===== config.mk =====
export PLATFORM = sky130hd
export DESIGN_NAME = rom_download_writer
export DESIGN_NICKNAME = d
export VERILOG_FILES = /design/src/rtl/rom_dl_pkg.sv /design/src/rtl/sync_fifo.sv /design/src/rtl/rom_download_writer.sv
export SDC_FILE = /design/constraint.sdc
export NUM_CORES = 1
export LEC_CHECK = 0
export CAP_MARGIN = 10
export CORE_AREA = 2 2 129 131
export CTS_BUF_LIST = sky130_fd_sc_hd__clkbuf_8
export DETAILED_ROUTE_END_ITERATION = 16
export DIE_AREA = 0 0 131 133
export PLACE_DENSITY = 0.82
export SYNTH_ARGS = -nofsm -noshare
export SYNTH_HDL_FRONTEND = slang
export SYNTH_HIERARCHICAL = 1
export SYNTH_SLANG_ARGS = --single-unit

===== constraint.sdc =====
create_clock -name clk_sys -period 3.1 [get_ports clk_sys]
set_input_delay 0.62 -clock clk_sys [delete_from_list [all_inputs] [get_ports clk_sys]]
set_output_delay 0.62 -clock clk_sys [all_outputs]
set_load 0.02 [all_outputs]

===== src/rtl/rom_dl_pkg.sv =====
// rom_dl_pkg: shared types for the ROM download writer.
// Holds the FSM states, the FIFO entry layout and the gfx base default.
package rom_dl_pkg;

    typedef enum logic {
        IDLE,
        WAIT
    } state_e;

    typedef struct packed {
        logic [24:0] addr;
        logic [7:0]  data;
    } entry_t;

    localparam int ENTRY_W = $bits(entry_t);

    localparam logic [24:0] GFX_BASE_DEFAULT = 25'hC000;

    // Offset of a download address into the gfx region (wraps mod 2^25)
    function automatic logic [24:0] gfx_offset(
        input logic [24:0] addr,
        input logic [24:0] base
    );
        return addr - base;
    endfunction

endpackage


===== src/rtl/sync_fifo.sv =====
// sync_fifo: single-clock first-word-fall-through FIFO.
// A push into a full FIFO is ignored unless a pop happens in the same cycle.
module sync_fifo #(
    parameter int WIDTH = 8,
    parameter int DEPTH = 4
) (
    input  logic             clk_i,
    input  logic             rst_i,
    input  logic             push_i,
    input  logic [WIDTH-1:0] wdata_i,
    input  logic             pop_i,
    output logic [WIDTH-1:0] rdata_o,
    output logic             full_o,
    output logic             empty_o
);

    localparam int AW = (DEPTH > 1) ? $clog2(DEPTH) : 1;
    localparam logic [AW:0] FULL_CNT = (AW + 1)'(DEPTH);

    logic [WIDTH-1:0] mem_q [DEPTH];
    logic [AW-1:0]    wptr_q;
    logic [AW-1:0]    rptr_q;
    logic [AW:0]      count_q;
    logic             do_push;
    logic             do_pop;

    assign empty_o = (count_q == '0);
    assign full_o  = (count_q == FULL_CNT);
    assign do_pop  = pop_i & ~empty_o;
    assign do_push = push_i & (~full_o | do_pop);
    assign rdata_o = mem_q[rptr_q];

    // Storage array; no reset needed since reads are gated by the count
    always_ff @(posedge clk_i) begin
        if (do_push) begin
            mem_q[wptr_q] <= wdata_i;
        end
    end

    // Pointers and occupancy; power-of-two depth lets pointers wrap freely
    always_ff @(posedge clk_i or posedge rst_i) begin
        if (rst_i) begin
            wptr_q  <= '0;
            rptr_q  <= '0;
            count_q <= '0;
        end else begin
            if (do_push) begin
                wptr_q <= wptr_q + 1'b1;
            end
            if (do_pop) begin
                rptr_q <= rptr_q + 1'b1;
            end
            unique case ({do_push, do_pop})
                2'b10:   count_q <= count_q + 1'b1;
                2'b01:   count_q <= count_q - 1'b1;
                default: count_q <= count_q;
            endcase
        end
    end

endmodule


===== src/rtl/rom_download_writer.sv =====
// rom_download_writer: turns the ioctl byte stream into toggle-handshake
// SDRAM writes; CPU bytes go to port1, gfx bytes are remapped onto port2.
module rom_download_writer
    import rom_dl_pkg::*;
#(
    parameter logic [24:0] GFX_BASE   = GFX_BASE_DEFAULT,
    parameter logic [7:0]  ROM_INDEX  = 8'd0,
    parameter int          FIFO_DEPTH = 4
) (
    input  logic        clk_sys,
    input  logic        reset,
    input  logic        ioctl_downl,
    input  logic [7:0]  ioctl_index,
    input  logic        ioctl_wr,
    input  logic [24:0] ioctl_addr,
    input  logic [7:0]  ioctl_dout,
    output logic        port1_req,
    input  logic        port1_ack,
    output logic [22:0] port1_a,
    output logic [1:0]  port1_ds,
    output logic [15:0] port1_d,
    output logic        port1_we,
    output logic        port2_req,
    input  logic        port2_ack,
    output logic [22:0] port2_a,
    output logic [1:0]  port2_ds,
    output logic [15:0] port2_d,
    output logic        port2_we,
    output logic        rom_loaded,
    output logic        busy,
    output logic        overflow
);

    state_e      state_q;
    state_e      state_d;

    logic        wr_last_q;
    logic        downl_q;
    logic        ack1_meta_q;
    logic        ack1_s_q;
    logic        ack2_meta_q;
    logic        ack2_s_q;

    logic        req1_q;
    logic [22:0] a1_q;
    logic [1:0]  ds1_q;
    logic [15:0] d1_q;
    logic        req2_q;
    logic [22:0] a2_q;
    logic [1:0]  ds2_q;
    logic [15:0] d2_q;
    logic        pend_gfx_q;

    logic        loaded_q;
    logic        loaded_d;
    logic        seen_q;
    logic        overflow_q;

    logic        push;
    logic        pop;
    logic        fifo_full;
    logic        fifo_empty;
    entry_t      wr_entry;
    entry_t      head;
    logic        head_gfx;
    logic [24:0] g;
    logic        ack_match;
    logic        downl_rise;
    logic        unused_g;

    // Byte strobe is a level; one push per rising edge of ioctl_wr
    assign push = ioctl_downl & ioctl_wr & ~wr_last_q
                & (ioctl_index == ROM_INDEX);

    assign wr_entry = '{addr: ioctl_addr, data: ioctl_dout};

    sync_fifo #(
        .WIDTH (ENTRY_W),
        .DEPTH (FIFO_DEPTH)
    ) u_fifo (
        .clk_i   (clk_sys),
        .rst_i   (reset),
        .push_i  (push),
        .wdata_i (wr_entry),
        .pop_i   (pop),
        .rdata_o (head),
        .full_o  (fifo_full),
        .empty_o (fifo_empty)
    );

    assign head_gfx = (head.addr >= GFX_BASE);
    assign g        = gfx_offset(head.addr, GFX_BASE);
    assign unused_g = g[24];

    assign ack_match = pend_gfx_q ? (ack2_s_q == req2_q)
                                  : (ack1_s_q == req1_q);

    assign downl_rise = ioctl_downl & ~downl_q;

    // Strobe edge history, download level history and ack synchronisers
    always_ff @(posedge clk_sys or posedge reset) begin
        if (reset) begin
            wr_last_q   <= 1'b0;
            downl_q     <= 1'b0;
            ack1_meta_q <= 1'b0;
            ack1_s_q    <= 1'b0;
            ack2_meta_q <= 1'b0;
            ack2_s_q    <= 1'b0;
        end else begin
            wr_last_q   <= ioctl_wr;
            downl_q     <= ioctl_downl;
            ack1_meta_q <= port1_ack;
            ack1_s_q    <= ack1_meta_q;
            ack2_meta_q <= port2_ack;
            ack2_s_q    <= ack2_meta_q;
        end
    end

    // FSM state register
    always_ff @(posedge clk_sys or posedge reset) begin
        if (reset) begin
            state_q <= IDLE;
        end else begin
            state_q <= state_d;
        end
    end

    // FSM next state: leave IDLE on a pop, leave WAIT once acked
    always_comb begin
        state_d = state_q;
        unique case (state_q)
            IDLE: if (!fifo_empty) state_d = WAIT;
            WAIT: if (ack_match)   state_d = IDLE;
            default: state_d = IDLE;
        endcase
    end

    // FSM outputs: pop the head only while idle
    always_comb begin
        pop = 1'b0;
        unique case (state_q)
            IDLE:    pop = ~fifo_empty;
            WAIT:    pop = 1'b0;
            default: pop = 1'b0;
        endcase
    end

    // Launch a write: latch the mapped fields and flip one port's req
    always_ff @(posedge clk_sys or posedge reset) begin
        if (reset) begin
            req1_q     <= 1'b0;
            a1_q       <= '0;
            ds1_q      <= '0;
            d1_q       <= '0;
            req2_q     <= 1'b0;
            a2_q       <= '0;
            ds2_q      <= '0;
            d2_q       <= '0;
            pend_gfx_q <= 1'b0;
        end else if (pop) begin
            if (head_gfx) begin
                req2_q     <= ~req2_q;
                a2_q       <= {g[23:15], g[13:0]};
                ds2_q      <= {~g[14], g[14]};
                d2_q       <= {head.data, head.data};
                pend_gfx_q <= 1'b1;
            end else begin
                req1_q     <= ~req1_q;
                a1_q       <= head.addr[23:1];
                ds1_q      <= {head.addr[0], ~head.addr[0]};
                d1_q       <= {head.data, head.data};
                pend_gfx_q <= 1'b0;
            end
        end
    end

    // Completion flag: cleared when a download starts, set once drained
    always_comb begin
        loaded_d = loaded_q;
        if (downl_rise) begin
            loaded_d = 1'b0;
        end else if (!ioctl_downl && seen_q && fifo_empty
                     && state_q == IDLE) begin
            loaded_d = 1'b1;
        end
    end

    // Completion flag, download-seen flag and sticky drop flag
    always_ff @(posedge clk_sys or posedge reset) begin
        if (reset) begin
            loaded_q   <= 1'b0;
            seen_q     <= 1'b0;
            overflow_q <= 1'b0;
        end else begin
            loaded_q <= loaded_d;
            if (downl_rise) begin
                seen_q <= 1'b1;
            end
            if (push && fifo_full && !pop) begin
                overflow_q <= 1'b1;
            end
        end
    end

    assign port1_req  = req1_q;
    assign port1_a    = a1_q;
    assign port1_ds   = ds1_q;
    assign port1_d    = d1_q;
    assign port1_we   = downl_q;
    assign port2_req  = req2_q;
    assign port2_a    = a2_q;
    assign port2_ds   = ds2_q;
    assign port2_d    = d2_q;
    assign port2_we   = downl_q;
    assign rom_loaded = loaded_q;
    assign busy       = ~fifo_empty | (state_q == WAIT);
    assign overflow   = overflow_q;

endmodule


Word level (Yosys, flattened, before mapping)
Memories as Yosys holds them, arrays and structs flattened.
Cells that the tools add are included.
{ "word_totals": {"register_bits": 102, "ramBits": 132, "inputBits": 47, "out_inout_bits": 89, "word_cells": 76, "mem_count": 1} }
{ "memory_table": {"columns": ["memory", "depth", "width", "rd", "rd_ports_with_merged_regs", "wr", "line_no", "text"], "rows": [
  ["u_fifo.mem_q", 4, 33, 1, 0, 1, "sync_fifo.sv:20", "logic [WIDTH-1:0] mem_q [DEPTH];"]
]} }
{ "classes": {"addsub": 5, "order_cmp": 1, "n_eq_ne": 5, "n_mux": 11, "bitwise_logic": 18, "reduce_logical": 13} }
{ "ops": {"columns": ["operator", "n"], "rows": [
  ["25-bit by 16-bit greater-or-equal comparator with 1-bit output, second input constant", 1],
  ["24-bit by 16-bit subtractor with 24-bit output, second input constant", 1],
  ["1-bit inverter", 10],
  ["8-bit logical NOT", 1],
  ["1-bit 2-to-1 mux", 8],
  ["1-bit bitwise AND", 6],
  ["3-bit case mux with 2 select lines", 1],
  ["1-bit logical AND", 5],
  ["2-bit by 1-bit adder with 2-bit output, second input constant", 2],
  ["1-bit case mux with 2 select lines", 2],
  ["2-bit AND reduction", 2],
  ["2-bit nonzero test", 2],
  ["3-bit by 1-bit adder with 3-bit output, second input constant", 1],
  ["3-bit equality test, second input constant", 1],
  ["3-bit logical NOT", 1],
  ["3-bit by 1-bit subtractor with 3-bit output, second input constant", 1],
  ["1-bit equality test", 2],
  ["2-bit by 1-bit equality test with 1-bit output, second input constant", 1],
  ["2-bit equality test, second input constant", 1],
  ["1-bit logical NOT", 2],
  ["1-bit OR", 2]
]} }

Longest topological paths before layout
{ "depth": {"ltp_word": 8, "ltp_mapped": 9, "ltp_nobuf": 8} }

By module
The synthesis kept the hierarchy.
{ "modules_own_cells": {"columns": ["module", "instances", "cells_each", "area_each_um2", "seq_area_each_um2"], "rows": [
  ["sync_fifo", 1, 227, 5273.8, 4139.0],
  ["rom_download_writer", 1, 218, 3213.1, 1976.9]
]} }

Least setup slack after synthesis
No wires, ideal clock.
{ "synth_timing": {"path_type": "flip-flop to flip-flop", "startpoint": "reg u_fifo.rptr_q[0]", "endpoint": "reg d2_q[10], in the netlist port2_d[10]", "setup_time_ns": 0.125, "arrival_time_ns": 2.676, "required_ns": 2.975, "slack_ns": 0.300, "stages_incl_launch_ff": 9, "path_buffers": 3, "synth_period_minus_slack_ns": 2.800, "path_cell_list": "dfrtp_1 buf_2 buf_2 mux4_2 nor4_4 nand3_2 o21ai_4 buf_6 mux2_2"} }
{ "synth_rtl": {"columns": ["item", "line_no", "text"], "rows": [
  ["start: declaration", "sync_fifo.sv:22", "logic [AW-1:0] rptr_q;"],
  ["start signal: assignment", "sync_fifo.sv:51", "rptr_q <= rptr_q + 1'b1;"],
  ["end signal: assignment", "rom_download_writer.sv:165", "d2_q <= {head.data, head.data};"],
  ["end: declaration", "rom_download_writer.sv:51", "logic [15:0] d2_q;"]
]} }

Worst setup path in the final report
{ "layout_timing": {"startpoint": "reg u_fifo.count_q[0]", "endpoint": "out busy"} }
{ "layout_via": {"elab_chain_len": 3} }
{ "layout_rtl": {"columns": ["item", "line_no", "text"], "rows": [
  ["start: declaration", "sync_fifo.sv:23", "logic [AW:0] count_q;"],
  ["start signal: assignment", "sync_fifo.sv:54", "2'b10: count_q <= count_q + 1'b1;"],
  ["start signal: assignment", "sync_fifo.sv:55", "2'b01: count_q <= count_q - 1'b1;"],
  ["start signal: assignment", "sync_fifo.sv:56", "default: count_q <= count_q;"],
  ["3-bit logical NOT", "sync_fifo.sv:27", "assign empty_o = (count_q == '0);"],
  ["via fifo_empty", "rom_download_writer.sv:62", "logic fifo_empty;"],
  ["1-bit inverter", "rom_download_writer.sv:216", "assign busy = ~fifo_empty | (state_q == WAIT);"],
  ["1-bit OR", "rom_download_writer.sv:216", null],
  ["end: declaration", "rom_download_writer.sv:30", "output logic busy,"]
]} }
The timed path passes the listed nets, and every way through them passes these cells.

==> reports/metrics.cfg <==
[cts]
cts_resized=0
holdBufCountCts=0
htreeDepth=2
post-cts-setup-buffer-count=0
cts_buffers=36
cts_buffer_depth=3
clock_latency_ns=0.51
ctsRootBufferMaster=clkbuf_8
cts_tree=yes
cts_sinks=218
clkSlewWorstSetupHoldPaths_ns=0.06

[route]
drc=0
first_pass_iters=7
wl_mm=16.3
first_iter_violations=263
post_drt_wl_per_cell_um=19.1
ant_nets=0
vias_per_cell=5.26
num_vias=4475

[synthesis]
synth_edf_count=132
syn_nets=498
synth-seq-cells=218
yosysWarnings=6
synth_cell_types=50
postSynthCellCount=445
synth_top_area_cell=edfxtp_1
synth_top_area_share_pct=46.7
synth.avg_cell_area_um2=19.1
ys.flop_type=edfxtp_1
synth_area_leaders=edfxtp_1 (47%), dfrtp_1 (25%), mux4_2 (8.8%)
seq_area_frac_synth_pct=72.1
synth_area_mm2=0.00849
async_flop_share_pct=39.4
yosysMostFrequentCell=edfxtp_1
synth_commonest_cells=edfxtp_1 (132), dfrtp_1 (86), mux2_2 (54)

[die]
core_area_mm2=0.0162
die_h_um=133
rows=47
die_w_um=131
start_util_pct=52.5
floorplan.die_area_mm2=0.0174
io_pins=136

[worst_setup_path]
cp-start-kind=flip-flop
endpoint_kind=output pin
cp.buffers_inverters=1
path_class=reg -> out
slowest_delay_ns=0.63
crit_fanout=7
cp_data_required_time_ns=2.48
slowest_stage=nor3_1
cp_data_arrival_time_ns=2.29
crit_path_cell_trace=nor3_1 -> nand2_1 -> clkdlybuf4s50_1
path_delay_family=simple AND/OR/NAND/NOR gates

[placement]
numPortBuffers=135
dp.cells=786
gp_congestion=0.769
dpl.hpwl_mm=11.0

[finish]
fill_cells=1070
nets=657
stdcell_count=851
diodes=0
layout-drive-gt1-share_pct=26.9
area_growth_pct=26.9

[global_route]
grt_usage_pct=19.6
grt_pass1_wl_mm=25.8
grt_remaining_overflow=0
grt_max_degree=60
grt_pass1_vias=4841
antenna_found_initial=0

[timing]
fmax_mhz=344
hold_viol_final=0
slew_violations=0
slew_headroom_pct=51.5
period_share_pct=93.7
min_period_ns=2.91
setup_viol=0
rsz0062_at_grt=false
fin_tns_setup_ns=0
worstMarginPinSlew_ns=0.722
finClkSkew_ns=0.0152

[run]
drv_cap=0

[power]
p_per_area_mw_per_mm2=503
cellLeakagePower_uw=0.00416
ir_drop_uv=326

[run_status]
outcome=finished clean

[min_path]
hold_path.class=reg -> reg

worst paths after layout:
check                      cells after the start  slack, ns                     startpoint                       endpoint
hold reg to reg                                0       0.36          ack2_meta_q$_DFF_PP0_             ack2_s_q$_DFF_PP0_
max in group asynchronous                      3       1.95                          reset         port2_a[2]$_DFFE_PP0P_
min in group asynchronous                      2       0.45                          reset  u_fifo/count_q[1]$_DFFE_PP0P_
setup reg to reg                               6       0.21   u_fifo/rptr_q[0]$_DFFE_PP0N_         port2_a[4]$_DFFE_PP0P_
setup / recovery                               3       0.19  u_fifo/count_q[0]$_DFFE_PP0P_                           busy
hold / removal                                 0       0.36          ack2_meta_q$_DFF_PP0_             ack2_s_q$_DFF_PP0_
worst reg2reg max path, cell delays in order (launching register included):
cell and delay (ns):
dfrtp_2 0.62, mux4_2 0.64, nor4_4 0.43, nand3_2 0.18, o21ai_4 0.18, buf_4 0.32
mux2_2 0.40
cells by family (layout without fill, tap and decap cells):
kind of cell | after synthesis | count (layout) | synth area share [%]
AO/OA/AOI/OAI | 21 | 21 | 1.78
XOR/XNOR | 17 | 17 | 1.75
adder cells (fa/ha/maj) | 6 | 6 | 0.973
buffers and inverters | 45 | 231 | 3.43
flip-flops | 218 | 218 | 72.1
multiplexers | 90 | 90 | 16.3
AND/OR/NAND/NOR | 48 | 48 | 3.64
where the power goes:
part	internal [uW]	switching [uW]
Sequential	3090	3.71
Combinational	61.5	57.5
Clock	1140	1060
layout by cell type (no fill, tap or decap), drive strengths merged, types with 2 or more instances in the layout:
master and instances:
inv 26, nand2b 2, ha 5, o21ai 5
nor4 5, nor3 2, and2 12, nand3 2
nand2 6, nand4 2, edfxtp 132, or2 2
a21oi 6, clkdlybuf4s50 135, o21a 2, buf 19
or4 2, dfrtp 86, mux2 56, mux4 33
clkbuf 38, xor2 8, nor2 9, xnor2 9
clkinv 12
through the flow:
| stage | instance area [um^2] | utilization (%) | setup slack (ns) | total power [uW] | hold WS (ns) |
|---|---|---|---|---|---|
| after floorplan | 8490 | - | 0.300 | 3180 | 0.331 |
| after global placement | 10100 | 62.6 | 0.146 | 3270 | 0.338 |
| after detailed placement | 10100 | 62.6 | 0.0869 | 3270 | 0.346 |
| after CTS | 10800 | 66.6 | 0.184 | 5480 | 0.357 |
| after global routing | 10800 | 66.6 | 0.0552 | 5620 | 0.363 |
| final | 10800 | 66.6 | 0.194 | 5420 | 0.355 |
layout make-up:
cell class              instances  area [um^2]  share of cell area [%]
well taps                     220          275                    2.56
repair buffers                154         1610                    14.9
clock buffers                  38          523                    4.86
flip-flops and latches        218         6120                    56.8
inverters                      12         46.3                   0.430
clock inverters                27          118                    1.09
multi-input cells             182         2080                    19.3
metal layers:
metal | vias up | GRT usage (%) | wire [um] | share of wire (%)
met5 | - | 0 | 0 | 0
met4 | 0 | 6.09 | 299 | 1.8
met3 | 22 | 4.97 | 1040 | 6.4
met2 | 157 | 32.9 | 8210 | 50
met1 | 2298 | 25.1 | 6720 | 41
li1 | 1998 | - | - | -
flip-flops by register name, indices dropped and copies added (netlist names), 2 cells and up:
register,cells
port2_a,23
u_fifo/wptr_q,2
port2_ds,2
u_fifo/count_q,3
port1_d,8
port1_a,23
port2_d,8
port1_ds,2
u_fifo/rptr_q,2
u_fifo/mem_q,132
Note: power is estimated with default switching activity, not from simulation.
